**config.mk**
```make
export PLATFORM = sky130hd
export DESIGN_NAME = usadd_frame_ctrl
export DESIGN_NICKNAME = d
export VERILOG_FILES = /design/src/rtl/usadd_frame_ctrl.sv
export SDC_FILE = /design/constraint.sdc
export NUM_CORES = 1
export LEC_CHECK = 0
export CAP_MARGIN = 5
export CELL_PAD_IN_SITES_DETAIL_PLACEMENT = 1
export CELL_PAD_IN_SITES_GLOBAL_PLACEMENT = 1
export CORE_AREA = 3 3 59 74
export CTS_BUF_LIST = sky130_fd_sc_hd__clkbuf_8
export DETAILED_ROUTE_END_ITERATION = 12
export DIE_AREA = 0 0 62 77
export GPL_TIMING_DRIVEN = 1
export PLACE_DENSITY_LB_ADDON = 0.1
export SLEW_MARGIN = 20
export SYNTH_ARGS = -nofsm -noshare
export SYNTH_HDL_FRONTEND = slang
export SYNTH_SLANG_ARGS = --single-unit
```
**constraint.sdc**
```tcl
create_clock -name iClk -period 6.3 [get_ports iClk]
set_clock_uncertainty 0.2 [all_clocks]
set_input_delay 0.945 -clock iClk [delete_from_list [all_inputs] [get_ports iClk]]
set_output_delay 0.945 -clock iClk [all_outputs]
set_load 0.005 [all_outputs]
```
**src/rtl/usadd_frame_ctrl.sv**
```systemverilog
// Purpose : frame sequencer for one 16-input uSADD; clears residue, runs L cycles, counts output 1s.
// Latency : start accepted at edge t -> CLEAR t+1, RUN t+2..t+1+L, oResValid from t+2+L.
// Backpr. : start taken only in IDLE (not queued); result held in DONE until iResReady.
//
// Optional feature macro: USADD_CTRL_ABORT_EN (adds iAbort / oAborted).
//
// Ports:
//   iClk, iRstN          clock, synchronous active-low reset
//   iStartValid/oStartReady, iFrameLen   start command (frame length, 0 = 2**CNT_W)
//   oSaddClr             one-cycle residue clear to the adder
//   oSaddEn, oSrcEn      adder accumulate enable / stream source enable (identical)
//   iSaddOut             adder output bit, counted only while running
//   oResValid/iResReady, oResult   result handshake, count of 1s (CNT_W+1 bits)
//   oBusy                high whenever not idle
//   iAbort, oAborted     (macro only) cancel a frame in CLEAR/RUN, one-cycle abort flag
module usadd_frame_ctrl #(
  parameter int CNT_W = 8
) (
  input  logic             iClk,
  input  logic             iRstN,
  input  logic             iStartValid,
  output logic             oStartReady,
  input  logic [CNT_W-1:0] iFrameLen,
  output logic             oSaddClr,
  output logic             oSaddEn,
  output logic             oSrcEn,
  input  logic             iSaddOut,
  output logic             oResValid,
  input  logic             iResReady,
  output logic [CNT_W:0]   oResult,
  output logic             oBusy
`ifdef USADD_CTRL_ABORT_EN
  ,
  input  logic             iAbort,
  output logic             oAborted
`endif
);

  typedef enum logic [1:0] {
    ST_IDLE  = 2'd0,
    ST_CLEAR = 2'd1,
    ST_RUN   = 2'd2,
    ST_DONE  = 2'd3
  } state_e;

  // A zero length field encodes the full 2**CNT_W frame, hence the extra counter bit.
  localparam logic [CNT_W:0] FULL_LEN = {1'b1, {CNT_W{1'b0}}};
  localparam logic [CNT_W:0] ONE      = {{CNT_W{1'b0}}, 1'b1};

  state_e         state_q, state_d;
  logic [CNT_W:0] rem_q, rem_d;
  logic [CNT_W:0] ones_q, ones_d;
  logic [CNT_W:0] result_q, result_d;
  logic           abort_w;

`ifdef USADD_CTRL_ABORT_EN
  assign abort_w = iAbort;
`else
  assign abort_w = 1'b0;
`endif

  always_ff @(posedge iClk) begin
    if (!iRstN) begin
      state_q  <= ST_IDLE;
      rem_q    <= '0;
      ones_q   <= '0;
      result_q <= '0;
    end else begin
      state_q  <= state_d;
      rem_q    <= rem_d;
      ones_q   <= ones_d;
      result_q <= result_d;
    end
  end

  always_comb begin
    state_d  = state_q;
    rem_d    = rem_q;
    ones_d   = ones_q;
    result_d = result_q;
    case (state_q)
      ST_IDLE: begin
        if (iStartValid) begin
          rem_d   = (iFrameLen == '0) ? FULL_LEN : {1'b0, iFrameLen};
          ones_d  = '0;
          state_d = ST_CLEAR;
        end
      end
      ST_CLEAR: begin
        state_d = abort_w ? ST_IDLE : ST_RUN;
      end
      ST_RUN: begin
        if (abort_w) begin
          state_d = ST_IDLE;
        end else begin
          ones_d = ones_q + {{CNT_W{1'b0}}, iSaddOut};
          rem_d  = rem_q - ONE;
          // Last run cycle: the final adder bit is folded into the captured result,
          // so oResult only changes on entry to DONE and survives aborts untouched.
          if (rem_q == ONE) begin
            result_d = ones_d;
            state_d  = ST_DONE;
          end
        end
      end
      ST_DONE: begin
        if (iResReady) state_d = ST_IDLE;
      end
      default: state_d = ST_IDLE;
    endcase
  end

`ifdef USADD_CTRL_ABORT_EN
  logic aborted_q, aborted_d;

  always_comb begin
    aborted_d = abort_w && ((state_q == ST_CLEAR) || (state_q == ST_RUN));
  end

  always_ff @(posedge iClk) begin
    if (!iRstN) aborted_q <= 1'b0;
    else        aborted_q <= aborted_d;
  end

  assign oAborted = aborted_q;
`endif

  assign oStartReady = (state_q == ST_IDLE);
  assign oSaddClr    = (state_q == ST_CLEAR);
  assign oSaddEn     = (state_q == ST_RUN);
  assign oSrcEn      = (state_q == ST_RUN);
  assign oResValid   = (state_q == ST_DONE);
  assign oBusy       = (state_q != ST_IDLE);
  assign oResult     = result_q;

endmodule

```
---- Word-level counts from Yosys, hierarchy flattened ----
Index checks and enable logic that the tools add are counted.
storage, ports and cells
  bits in registers ....................... 29
  input bits .............................. 13
  output and inout bits ................... 15
  logic and storage cells ................. 29
operators by class
  add/sub/neg operators ................... 2
  eq/ne operators ......................... 7
  mux-type cells .......................... 9
  reductions and logical operators ........ 7
operators with widths
  kind                                                   number
  one-hot mux 9 bit (2 select lines)                     2
  2-to-1 mux 9 bit                                       3
  adder 9 x 1 -> 9 bit                                   1
  equality test 9 x 1 -> 1 bit, second input constant    1
  subtractor 9 x 1 -> 9 bit, second input constant       1
  zero test 8 bit                                        1
  one-hot mux 2 bit (4 select lines)                     1
  2-to-1 mux 2 bit                                       3
  equality test 2 bit, second input constant             2
  inequality test 2 x 1 -> 1 bit, second input constant  2
  AND reduction 2 bit                                    2
  nonzero test 2 bit                                     2
  AND reduction 3 bit                                    1
  equality test 2 x 1 -> 1 bit, second input constant    1
  zero test 2 bit                                        1
  inequality test 2 bit, second input constant           1

---- Longest topological paths before layout ----
Gate-level depths: netlist (run 1).
  depth after elaboration ................. 4
  mapped depth ............................ 7
  mapped depth without buffers ............ 6

---- Least setup slack after synthesis (run 1) ----
OpenSTA, ideal clock, no wires.
  kind .................................... input -> register
  start ................................... input iStartValid
  end ..................................... register rem_q[0]
  library setup time ...................... 0.095 ns
  data arrival time ....................... 1.950 ns
  data required time ...................... 6.005 ns
  path slack .............................. 4.055 ns
  stages .................................. 4
  path buffers ............................ 0
  cells stage by stage .................... nand2b_1 > a21boi_1 > o21ai_0 > a221oi_1
on the way
  word-level cells in the longest chain between the ends .. 2
RTL lines
  what                                    line  text
  start: declaration                      21    input logic iStartValid,
  inequality test 2 bit (no source line)  n/a
  AND reduction 2 bit (no source line)    n/a
  end signal: assignment                  70    rem_q <= rem_d;
  end: declaration                        51    logic [CNT_W:0] rem_q, rem_d;
No other way between the ends.
A chain may end at the register's enable or synchronous reset.

---- Final worst setup path (run 1) ----
  start ................................... register state_q[0]
  end ..................................... register result_q[0] (netlist: oResult[0])
on the way
  word-level cells in the longest chain between the ends .. 2
RTL lines
  what                                  line  text
  start: declaration                    50    state_e state_q, state_d;
  start signal: assignment              69    state_q <= state_d;
  equality test 2 bit                   81    case (state_q)
  AND reduction 2 bit (no source line)  n/a
  end signal: assignment                72    result_q <= result_d;
  end: declaration                      53    logic [CNT_W:0] result_q, result_d;
No other way between the ends.

==> results by group, run 1 <==
Setup path
  – Worst Setup SP: state_q[0]
  – Startpoint types: register
  – Crit-path leading delay family: simple AND/OR/NAND/NOR gates
  – Maximum fanout along the worst path: 26
  – Max stage delay on crit path: 970 ps
  – Setup crit end kind: register
  – Reg2reg start: state_q[0]
  – Critical path's slowest cell: nor4_4
  – Critical path type: register to register
  – Worst R2R End: oResult[0]
  – CP arrival: 3390 ps
  – CP Buf/Inv Count: 2
  – Req. time, crit path: 6250 ps
  – Critical-path cell list: inv_1, ha_1, clkinv_1, nor4_4, mux2i_1, nor2_1
  – FF-to-FF setup slack: 2860 ps
  – R2R cell count: 6

Timing
  – Tcrit/Tclk final: 0.545
  – Relative slew margins: 0.324
  – FMAX: 291 MHz
  – Setup Viol. Count Final: 0
  – Final hold violation count: 0
  – Pins over their slew limit: 0
  – Min Tclk post-route: 3440 ps
  – RSZ-0062 raised after global routing: no
  – Worst slew pin tran: 1010 ps
  – Setup TNS: 0 ps

Placement
  – Placed cells: 257
  – Port buffer count: 27
  – Hpwl dp: 3110 um
  – Placer congestion estimate: 0.865

Outcome
  – Status: completed

Synthesis
  – Primary FF master, synth: dfxtp_1
  – Ys async rst share: 0
  – Gate count of the mapped netlist: 184
  – Number of synthesized flops with an enable pin: 0
  – Syn Nets: 206
  – Yosys warning count: 0
  – Seq cells post-synth: 29
  – Post-Syn Area: 0.00157 mm2
  – Library cells used by synthesis: 44
  – Register area share after synthesis: 0.369
  – Avg Cell Area, Syn: 8.55 um2

Floorplanning
  – # rows: 25
  – I/O pin total: 28
  – Die width: 62 um
  – Total core area: 0.00378 mm2
  – Die H: 77 um
  – Die ar.: 0.00477 mm2
  – Starting Density: 0.416

GRT
  – Vias in the first global route: 1471
  – GR Overflow Total: 0
  – GRT Overall Usage: 0.193
  – Largest net degree at the start of global routing: 27
  – First-pass GRT wire length: 7040 um
  – Initial antenna violation count: 0

Pwr
  – Max IR drop VDD: 0.000224 V
  – Leak: 0.700 nW
  – Pwr/cell area: 391 mW/mm2
  – Flop pwr share: 0.337
  – Pwr Total: 0.763 mW
  – Sw Pwr: 0.318 mW
  – Net Sw Frac: 0.417
  – Clock Power Share: 0.199
  – Logic pwr share: 0.464
  – P_int: 0.445 mW

CTS
  – Root Driver: clkbuf_8
  – Postcts setup bufs: 0
  – H-tree levels: 2
  – Clock slew at reported path FFs: 70 ps
  – Post-CTS sizing: 0
  – TritonCTS Buffers: 5
  – Clock latency on the worst-skew pair: 280 ps
  – CTS Buffer Depth: 2
  – CTS tree: done
  – CTS Hold Bufs: 0
  – CTS Sinks: 29

Cells and area
  – Antenna cells: 0
  – Non-Filler Instances: 265
  – Layout cells sized above 1: 0.0853
  – Most frequent cells in the layout: dfxtp_1 (29), clkdlybuf4s50_1 (27), nor2_1 (16), a21oi_1 (14), nand3_1 (12)
  – Syn-to-layout area delta: 24.1%
  – Fill cell count: 456
  – Commonest non-fill, non-tap cell in the layout: dfxtp_1
  – Nets: 232

Min path
  – Worst hold-check path type: register to register
  – Hold Path Stages: 2
  – Hold Crit Endpoint: ones_q[0]
  – HP Start: ones_q[0]

Drt
  – DR vias: 1453
  – Initial DRT Pass Iterations: 4
  – Via density: 5.48
  – Starting DRT DRC Count: 39
  – Routed WL: 4210 um
  – DRC viols: 0
  – Antenna-violating nets left: 0
  – Average routed wire per standard cell: 15.9 um

Flow run
  – Total of max-cap violations: 0
==> metal layers <==
layer	wire [um]	share of wire	vias to the layer above	GRT usage
li1	-	-	724	-
met1	1820	0.43	698	0.229
met2	2190	0.52	26	0.332
met3	145	0.034	5	0.0404
met4	59	0.014	0	0.0573
met5	0	0	-	0
==> stage by stage <==
stage	hold WS [ps]	util	instance area, um2	worst slack [ps]
after floorplan	236	-	1570	4050
after global placement	249	0.493	1870	3060
after detailed placement	277	0.493	1870	2880
after CTS	287	0.516	1950	2890
after global routing	310	0.516	1950	2610
final	281	0.516	1950	2860
==> cell families after synthesis <==
group,count (synthesis),synth area share
fa+ha+maj,9,0.0715
simple gates,58,0.193
mux,3,0.0191
compound gates,61,0.262
flops,29,0.369
xor+xnor,5,0.0278
buf+inv,19,0.0572
==> cell usage after synthesis (4+ instances only) <==
library cell	instances	area (um2)
clkbuf_1	5	18.8
nor2_1	16	60.1
xnor2_1	5	43.8
nor3_1	5	25.0
nand2_1	11	41.3
ha_1	9	113
inv_1	9	33.8
a211oi_1	4	30.0
a21o_1	4	30.0
nand3_1	12	60.1
o21ai_0	11	55.1
a21oi_1	14	70.1
dfxtp_1	29	581
==> worst register-to-register path, stage by stage, from the launching register on <==
cell and delay [ps]:
dfxtp_1 340, inv_1 120, ha_1 800, clkinv_1 510, nor4_4 970, mux2i_1 300, nor2_1 60
==> sequential cells by signal, indices dropped and copies added (netlist names) <==
name     cells
oResult      9
state_q      2
ones_q       9
rem_q        9
==> worst max-delay path by stage <==
stage                     depth (start not counted)  slack (ps)          to
after global placement                            5        3060    rem_q[0]
after detailed placement                          6        2880  oResult[0]
after CTS                                         6        2890  oResult[0]
after global routing                              6        2610  oResult[5]
final                                             6        2860  oResult[0]
after floorplan                                   4        4050    rem_q[0]
==> area by class of cell <==
class	count	area [um2]	share of cell area
multi-input combinational	136	903	0.463
timing repair buffer	28	278	0.142
tap	54	67.6	0.0346
clock inverter	3	17.5	0.00897
inverter	10	37.5	0.0192
clock buffer	5	68.8	0.0352
sequential	29	581	0.297
==> power groups by stage <==
| stage | clock network, mW | logic [mW] | registers [mW] |
|---|---|---|---|
| floorplan | 0 | 0.246 | 0.248 |
| global placement | 0 | 0.348 | 0.257 |
| detailed placement | 0 | 0.354 | 0.261 |
| CTS | 0.157 | 0.356 | 0.257 |
| global route | 0.166 | 0.398 | 0.264 |
| finish | 0.152 | 0.354 | 0.257 |
No activity file was read; power rests on OpenSTA's default activity.
==> run 2, diff against run 1 <==
--- a/config.mk
+++ b/config.mk
@@ -8,10 +8,10 @@
 export CAP_MARGIN = 5
 export CELL_PAD_IN_SITES_DETAIL_PLACEMENT = 1
 export CELL_PAD_IN_SITES_GLOBAL_PLACEMENT = 1
-export CORE_AREA = 3 3 59 74
+export CORE_AREA = 3 3 61 77
 export CTS_BUF_LIST = sky130_fd_sc_hd__clkbuf_8
 export DETAILED_ROUTE_END_ITERATION = 12
-export DIE_AREA = 0 0 62 77
+export DIE_AREA = 0 0 64 80
 export GPL_TIMING_DRIVEN = 1
 export PLACE_DENSITY_LB_ADDON = 0.1
 export SLEW_MARGIN = 20
==> constraint.sdc (replaced) <==
create_clock -name iClk -period 3.4 [get_ports iClk]
set_clock_uncertainty 0.2 [all_clocks]
set_input_delay 0.51 -clock iClk [delete_from_list [all_inputs] [get_ports iClk]]
set_output_delay 0.51 -clock iClk [all_outputs]
set_load 0.005 [all_outputs]
==> run 2 against run 1 <==
Count of clock-buffer cells in the layout grew 2; design area up 2.1%; critical path depth down 2; worst setup slack worse by 1900 ps; highest routed layer unchanged; clock power up 110%; register-to-register slack got worse by 1900 ps; core utilization fell by 2.6 points; wire length up 0.38%; largest power group unchanged; critical path type is now register to output pin; die area up 7.2%; largest cell class unchanged; hold slack about the same; first-iteration DRC count is 69% higher.
==> results by group, run 2 (synthesis gave the netlist of run 1 again) <==
Setup path
  – FF-to-FF setup slack: 970 ps
  – CP Buf/Inv Count: 3
  – Setup crit end kind: output pin
  – Critical path type: register to output pin
  – Critical path's slowest cell: clkdlybuf4s50_1
  – Maximum fanout along the worst path: 25
  – Worst R2R End: rem_q[0]
  – CP arrival: 1750 ps
  – R2R cell count: 6
  – Crit-path leading delay family: buffers and inverters
  – Reg2reg start: state_q[0]
  – Startpoint types: register
  – Req. time, crit path: 2690 ps
  – Critical-path cell list: inv_1, ha_1, buf_4, clkdlybuf4s50_1
  – Max stage delay on crit path: 550 ps

CTS
  – Clock latency on the worst-skew pair: 280 ps
  – Clock slew at reported path FFs: 60 ps
  – Postcts setup bufs: 0
  – Root Driver: clkbuf_8
  – CTS Buffer Depth: 2
  – CTS tree: done
  – TritonCTS Buffers: 5
  – H-tree levels: 2
  – Post-CTS sizing: 0
  – CTS Hold Bufs: 0
  – CTS Sinks: 29

Floorplanning
  – I/O pin total: 28
  – Die width: 64 um
  – Total core area: 0.00407 mm2
  – Starting Density: 0.387
  – # rows: 26
  – Die H: 80 um
  – Die ar.: 0.00512 mm2

Placement
  – Placed cells: 262
  – Port buffer count: 27
  – Placed cell area: 0.00189 mm2
  – Hpwl dp: 3170 um
  – Placer congestion estimate: 0.822

Drt
  – Initial DRT Pass Iterations: 4
  – Average routed wire per standard cell: 15.7 um
  – DRC viols: 0
  – DR vias: 1491
  – Antenna-violating nets left: 0
  – Via density: 5.52
  – Starting DRT DRC Count: 66
  – Routed WL: 4230 um

Timing
  – Pins over their slew limit: 0
  – Min Tclk post-route: 2460 ps
  – Setup TNS: 0 ps
  – Worst slew pin tran: 721 ps
  – Relative slew margins: 0.518
  – Final hold violation count: 0
  – Tcrit/Tclk final: 0.723
  – RSZ-0062 raised after global routing: no
  – Setup Viol. Count Final: 0
  – FMAX: 407 MHz

GRT
  – Largest net degree at the start of global routing: 26
  – GR Overflow Total: 0
  – First-pass GRT wire length: 7280 um
  – Vias in the first global route: 1580
  – Initial antenna violation count: 0
  – GRT Overall Usage: 0.179

Pwr
  – Pwr/cell area: 733 mW/mm2
  – Leak: 0.726 nW
  – Pwr Total: 1.46 mW
  – Max IR drop VDD: 0.000402 V

Cells and area
  – Most frequent cells in the layout: dfxtp_1 (29), clkdlybuf4s50_1 (27), nor2_1 (16), a21oi_1 (14), nand3_1 (12)
  – Non-Filler Instances: 270
  – Commonest non-fill, non-tap cell in the layout: dfxtp_1
  – Post-route cell area: 0.00199 mm2
  – Antenna cells: 0
  – Layout cells sized above 1: 0.0981
  – Fill cell count: 492
  – Syn-to-layout area delta: 26.6%
  – Nets: 235

Min path
  – Worst hold-check path type: register to register
  – Hold Path Stages: 2
  – HP Start: ones_q[0]
  – Hold Crit Endpoint: ones_q[0]

Outcome
  – Status: completed

Flow run
  – Total of max-cap violations: 0
## run 2: changes by cell type in the layout (fill, tap and decap cells not counted)
cell        previous run  this run
buf_4                  1         4
clkinv_2               2         1
clkbuf_8               5         7
clkinvlp_4             1         0
## run 2: where the power goes
part           leakage [nW]  total (mW)  switching [mW]  internal [mW]
clock                0.0542       0.318           0.135          0.183
combinational         0.436       0.667           0.381          0.285
sequential            0.236       0.475          0.0734          0.402
total                 0.726        1.46           0.590          0.870
## run 2: metal layers
| layer | global-route usage | share of wire |
|---|---|---|
| met5 | 0 | 0 |
| met2 | 0.312 | 0.52 |
| met3 | 0.0408 | 0.038 |
| met4 | 0.0821 | 0.023 |
| met1 | 0.204 | 0.42 |
## run 2: layout make-up
cell class / instances / area [um2] / share of cell area
clock buffer: 7 / 96.3 / 0.0483
clock inverter: 1 / 5.00 / 0.00251
inverter: 10 / 37.5 / 0.0188
multi-input combinational: 136 / 903 / 0.453
sequential: 29 / 581 / 0.291
tap: 56 / 70.1 / 0.0352
timing repair buffer: 31 / 300 / 0.151
## run 2: worst max-delay path by stage
| stage | start | endpoint | slack (ps) | cells past startpoint |
|---|---|---|---|---|
| after floorplan | state_q[0] | rem_q[0] | 1330 | 6 |
| after global placement | iStartValid | rem_q[0] | 850 | 5 |
| after detailed placement | iStartValid | rem_q[0] | 710 | 5 |
| after CTS | state_q[0] | oSrcEn | 920 | 4 |
| after global routing | state_q[0] | rem_q[0] | 780 | 6 |
| final | state_q[0] | oSrcEn | 940 | 4 |
## run 2: tightest hold or removal path, cell delays in order (launching register included)
cell and delay, ps:
dfxtp_1 320, nand2_1 60, a21oi_1 50
## run 2: per-stage QoR
step                       util  hold WS [ps]  setup WS (ps)
after floorplan               -           236           1330
after global placement    0.465           249            848
after detailed placement  0.465           270            707
after CTS                 0.490           287            915
after global routing      0.490           295            777
final                     0.490           281            940
==> run 3, diff against run 2 <==
==> constraint.sdc (replaced) <==
create_clock -name iClk -period 2.4 [get_ports iClk]
set_clock_uncertainty 0.2 [all_clocks]
set_input_delay 0.36 -clock iClk [delete_from_list [all_inputs] [get_ports iClk]]
set_output_delay 0.36 -clock iClk [all_outputs]
set_load 0.005 [all_outputs]
==> run 3 against run 2 <==
Count of clock-buffer cells in the layout stayed put; hold slack worse by 11 ps; register-to-register slack worse by 680 ps; largest power group unchanged; global-route usage is 0.55 points higher; first-iteration DRC count is 52% lower; sequential cell count stayed put.
==> results by group, run 3 (synthesis gave the netlist of run 1 again) <==
Timing
  – FMAX: 440 MHz
  – Tcrit/Tclk final: 0.946
  – RSZ-0062 raised after global routing: no
  – Setup Viol. Count Final: 0
  – Pins over their slew limit: 0
  – Relative slew margins: 0.653
  – Final hold violation count: 0
  – Min Tclk post-route: 2270 ps
  – Worst slew pin tran: 520 ps
  – Setup TNS: 0 ps

GRT
  – Largest net degree at the start of global routing: 26
  – GR Overflow Total: 0
  – Initial antenna violation count: 0
  – First-pass GRT wire length: 7270 um
  – GRT Overall Usage: 0.184
  – Vias in the first global route: 1547

Cells and area
  – Final core utilization: 0.495
  – Most frequent cells in the layout: dfxtp_1 (29), clkdlybuf4s50_1 (27), nor2_1 (16), a21oi_1 (14), nand3_1 (12)
  – Commonest non-fill, non-tap cell in the layout: dfxtp_1
  – Nets: 237
  – Syn-to-layout area delta: 27.8%
  – Non-Filler Instances: 272
  – Layout cells sized above 1: 0.106
  – Antenna cells: 0

Pwr
  – Max IR drop VDD: 0.000680 V
  – Pwr/cell area: 1050 mW/mm2
  – Leak: 0.736 nW
  – Pwr Total: 2.11 mW

Drt
  – Average routed wire per standard cell: 15.2 um
  – Initial DRT Pass Iterations: 4
  – Via density: 5.43
  – Antenna-violating nets left: 0
  – Starting DRT DRC Count: 32
  – DRC viols: 0
  – Routed WL: 4130 um
  – DR vias: 1476

Placement
  – Placer congestion estimate: 0.828
  – Port buffer count: 27
  – Hpwl dp: 3040 um
  – Placed cells: 264

Setup path
  – Reg2reg start: state_q[0]
  – Critical-path cell list: inv_1, ha_1, buf_6, clkdlybuf4s50_1
  – Crit-path leading delay family: buffers and inverters
  – Startpoint types: register
  – Req. time, crit path: 1840 ps
  – Setup crit end kind: output pin
  – Max stage delay on crit path: 540 ps
  – CP arrival: 1710 ps
  – CP Buf/Inv Count: 3
  – Critical path's slowest cell: clkdlybuf4s50_1
  – Maximum fanout along the worst path: 25
  – Worst Setup SP: state_q[0]
  – Critical path type: register to output pin

CTS
  – CTS tree: done
  – Post-CTS sizing: 0
  – CTS Buffer Depth: 2
  – TritonCTS Buffers: 5
  – Root Driver: clkbuf_8
  – CTS Sinks: 29
  – H-tree levels: 2
  – Clock slew at reported path FFs: 60 ps
  – CTS Hold Bufs: 0
  – Clock latency on the worst-skew pair: 290 ps
  – Postcts setup bufs: 0

Floorplanning
  – # rows: 26
  – Starting Density: 0.387
  – Total core area: 0.00407 mm2
  – I/O pin total: 28
  – Die H: 80 um
  – Die width: 64 um
  – Die ar.: 0.00512 mm2

Min path
  – Worst hold-check path type: register to register
  – HP Start: ones_q[0]

Outcome
  – Status: completed

Flow run
  – Total of max-cap violations: 0
run 3: path summary, 6_finish.rpt:
kind,endpoint,slack [ps],cells after the start
setup / recovery,oSaddEn,130,4
hold / removal,ones_q[0],270,2
setup reg to reg,oResult[1],290,7
hold reg to reg,ones_q[0],270,2
run 3: routing by layer:
metal  part of all wire  vias to the layer above  global-route usage
met5                  0                        -                   0
met4              0.021                        0              0.0907
met3              0.036                        8              0.0479
met2               0.51                       27               0.327
met1               0.43                      709               0.201
li1                   -                      732                   -
run 3: layout make-up:
class	count	area [um2]
clock inverters	1	5.00
fillers	499	2050
inverters	10	37.5
multi-input cells	136	903
clock buffers	7	96.3
flip-flops and latches	29	581
well taps	56	70.1
repair buffers	33	319
run 3: worst reg2reg max path, cell delays in order, from the launching register on:
cell,delay (ps)
dfxtp_1,350
inv_1,110
ha_1,200
clkinv_1,260
nor4_4,320
buf_4,270
mux2i_1,220
nor2_1,50
run 3: per-stage QoR:
stage	setup WS [ps]	instance area, um2	hold WS (ps)
finish	128	2010	271
floorplan	330	1570	236
global placement	180	1910	248
detailed placement	155	1910	256
global route	19.5	2010	309
CTS	43.9	2010	278
run 3: where the power goes:
part           switching [mW]  internal, mW  leakage (nW)
clock                   0.191         0.259        0.0542
combinational           0.548         0.436         0.446
sequential              0.103         0.569         0.236
==> RTL edit: new RTL, settings of run 3 <==
Build with the macro `USADD_CTRL_ABORT_EN` defined.
--- a/src/rtl/usadd_frame_ctrl.sv
+++ b/src/rtl/usadd_frame_ctrl.sv
@@ -15,2 +15,4 @@
 //   iAbort, oAborted     (macro only) cancel a frame in CLEAR/RUN, one-cycle abort flag
+`define USADD_CTRL_ABORT_EN
+
 module usadd_frame_ctrl #(
Ports: changed (added iAbort and oAborted); port bits go from 28 to 30. No check against the original RTL was run, so the function may have changed too.
==> RTL edit against run 3 <==
Area after synthesis is 6.7% higher; maximum frequency is 0.71% higher; final area is 6.0% higher; routed wire length is 9.2% higher; sequential share of layout area is 0.70 points lower; sequential cell count is 1 higher; worst setup slack better by 0.016 ns.
Power is not compared: it rests on default switching activity, and its combinational part moved more than twofold at a synthesized area within 25%.
==> RTL edit: results (changes against run 3) <==
Critical path
  – CP max FO: 10 (-60%)
  – Maximum cell stage delay along the critical path: 0.59 ns (+0.05 ns)

Placement
  – Total half-perimeter wirelength after legalization and detailed placement: 3460 um (+14%)
  – Placement Cell Area: 2040 um2 (+7.1%)
  – Cell total after placement: 283 (+7.2%)
  – Port Buffers: 29 (+7.4%)
  – Worst Setup Slack post-DPL: 0.193 ns (+0.0373 ns)
  – Placer congestion estimate: 0.849 (+2.6%)

Synthesis
  – Post-synthesis cell count: 201 (+9.2%)
  – Share of synthesized area occupied by flip-flops and latches: 35.8% (-1.1 points)
  – Syn nets: 224 (+8.7%)
  – Most common library cells after synthesis: 30 x dfxtp_1, 19 x nand2_1, 12 x o21ai_0, 11 x nand3_1
  – Largest cells by area after synthesis: dfxtp_1 36%, ha_1 6.7%, nand2_1 4.2%, nor2b_1 3.7%, o21ai_0 3.6%

Layout
  – Fraction of final layout cells sized beyond drive strength 1: 8.51% (-2.1 points)
  – Final-stage net count: 257 (+8.4%)
  – Layout Cells excl Fill: 291 (+7.0%)
  – Number of fill cells in the layout: 512 (+2.6%)

Clocking
  – Max H-tree Level: 2 (unchanged)
  – Insertion delay to the later sink of the worst-skew pair: 0.27 ns (-0.02 ns)

Routing
  – Wire length on met2: 2490 um (+18%)
  – Met3 wire length: 72 um (-51%)
  – Routed vias: 1578 (+6.9%)
  – Detailed-route wire length per cell: 15.5 um (+2.1%)

Global route
  – Via count of the first global-routing pass: 1718 (+11%)
  – Largest net degree at the start of global routing: 30 (+15%)
  – Gr usage total: 18.7% (+0.30 points)
  – First-pass GRT wire length: 7730 um (+6.4%)

STA
  – Actual transition at the worst max-transition pin: 0.595 ns (+0.0748 ns)

Status
  – Result of the run: finished clean
[RTL edit: logic make-up (layout without fill, tap and decap cells)]
group	after synthesis	count (layout)	synth area share (%)
buf+inv	19	53	5.44
simple gates	77	77	24.2
xor+xnor	7	7	3.65
flops	30	30	35.8
mux	4	4	2.38
compound gates	55	55	21.8
fa+ha+maj	9	9	6.71
[RTL edit: layout make-up]
cell class	count	area (um2)	area share, %
tap	56	70.1	3.28
clock inverter	2	8.76	0.411
inverter	7	26.3	1.23
timing repair buffer	38	358	16.8
sequential	30	601	28.2
multi-input combinational	152	987	46.3
clock buffer	6	82.6	3.87
[RTL edit: worst paths after layout]
path / start / to / slack, ns / cells after the start
max reg2reg: state_q[0] / ones_q[2] / 0.22 / 7
max: state_q[0] / oSrcEn / 0.14 / 3
min: ones_q[8] / ones_q[8] / 0.29 / 2
min reg2reg: ones_q[8] / ones_q[8] / 0.29 / 2
[RTL edit: where the power goes]
part	switching (mW)	total, mW	leakage (nW)	internal, mW
logic	0.124	0.236	0.511	0.112
clock network	0.187	0.414	0.0524	0.227
registers	0.0242	0.542	0.244	0.517
total	0.336	1.19	0.807	0.856
[RTL edit: critical path, delay by kind of cell, from the launching register on]
family / cells / cell delay, ns
adders and majority gates: 1 / 0.37
buffers and inverters: 2 / 0.73
DFF: 1 / 0.33
[RTL edit: metal layers]
metal  up-vias  GRT usage [%]
met2        18           37.1
met1       771           19.8
met4         0           6.05
met5         -              0
li1        783              -
met3         6           2.54
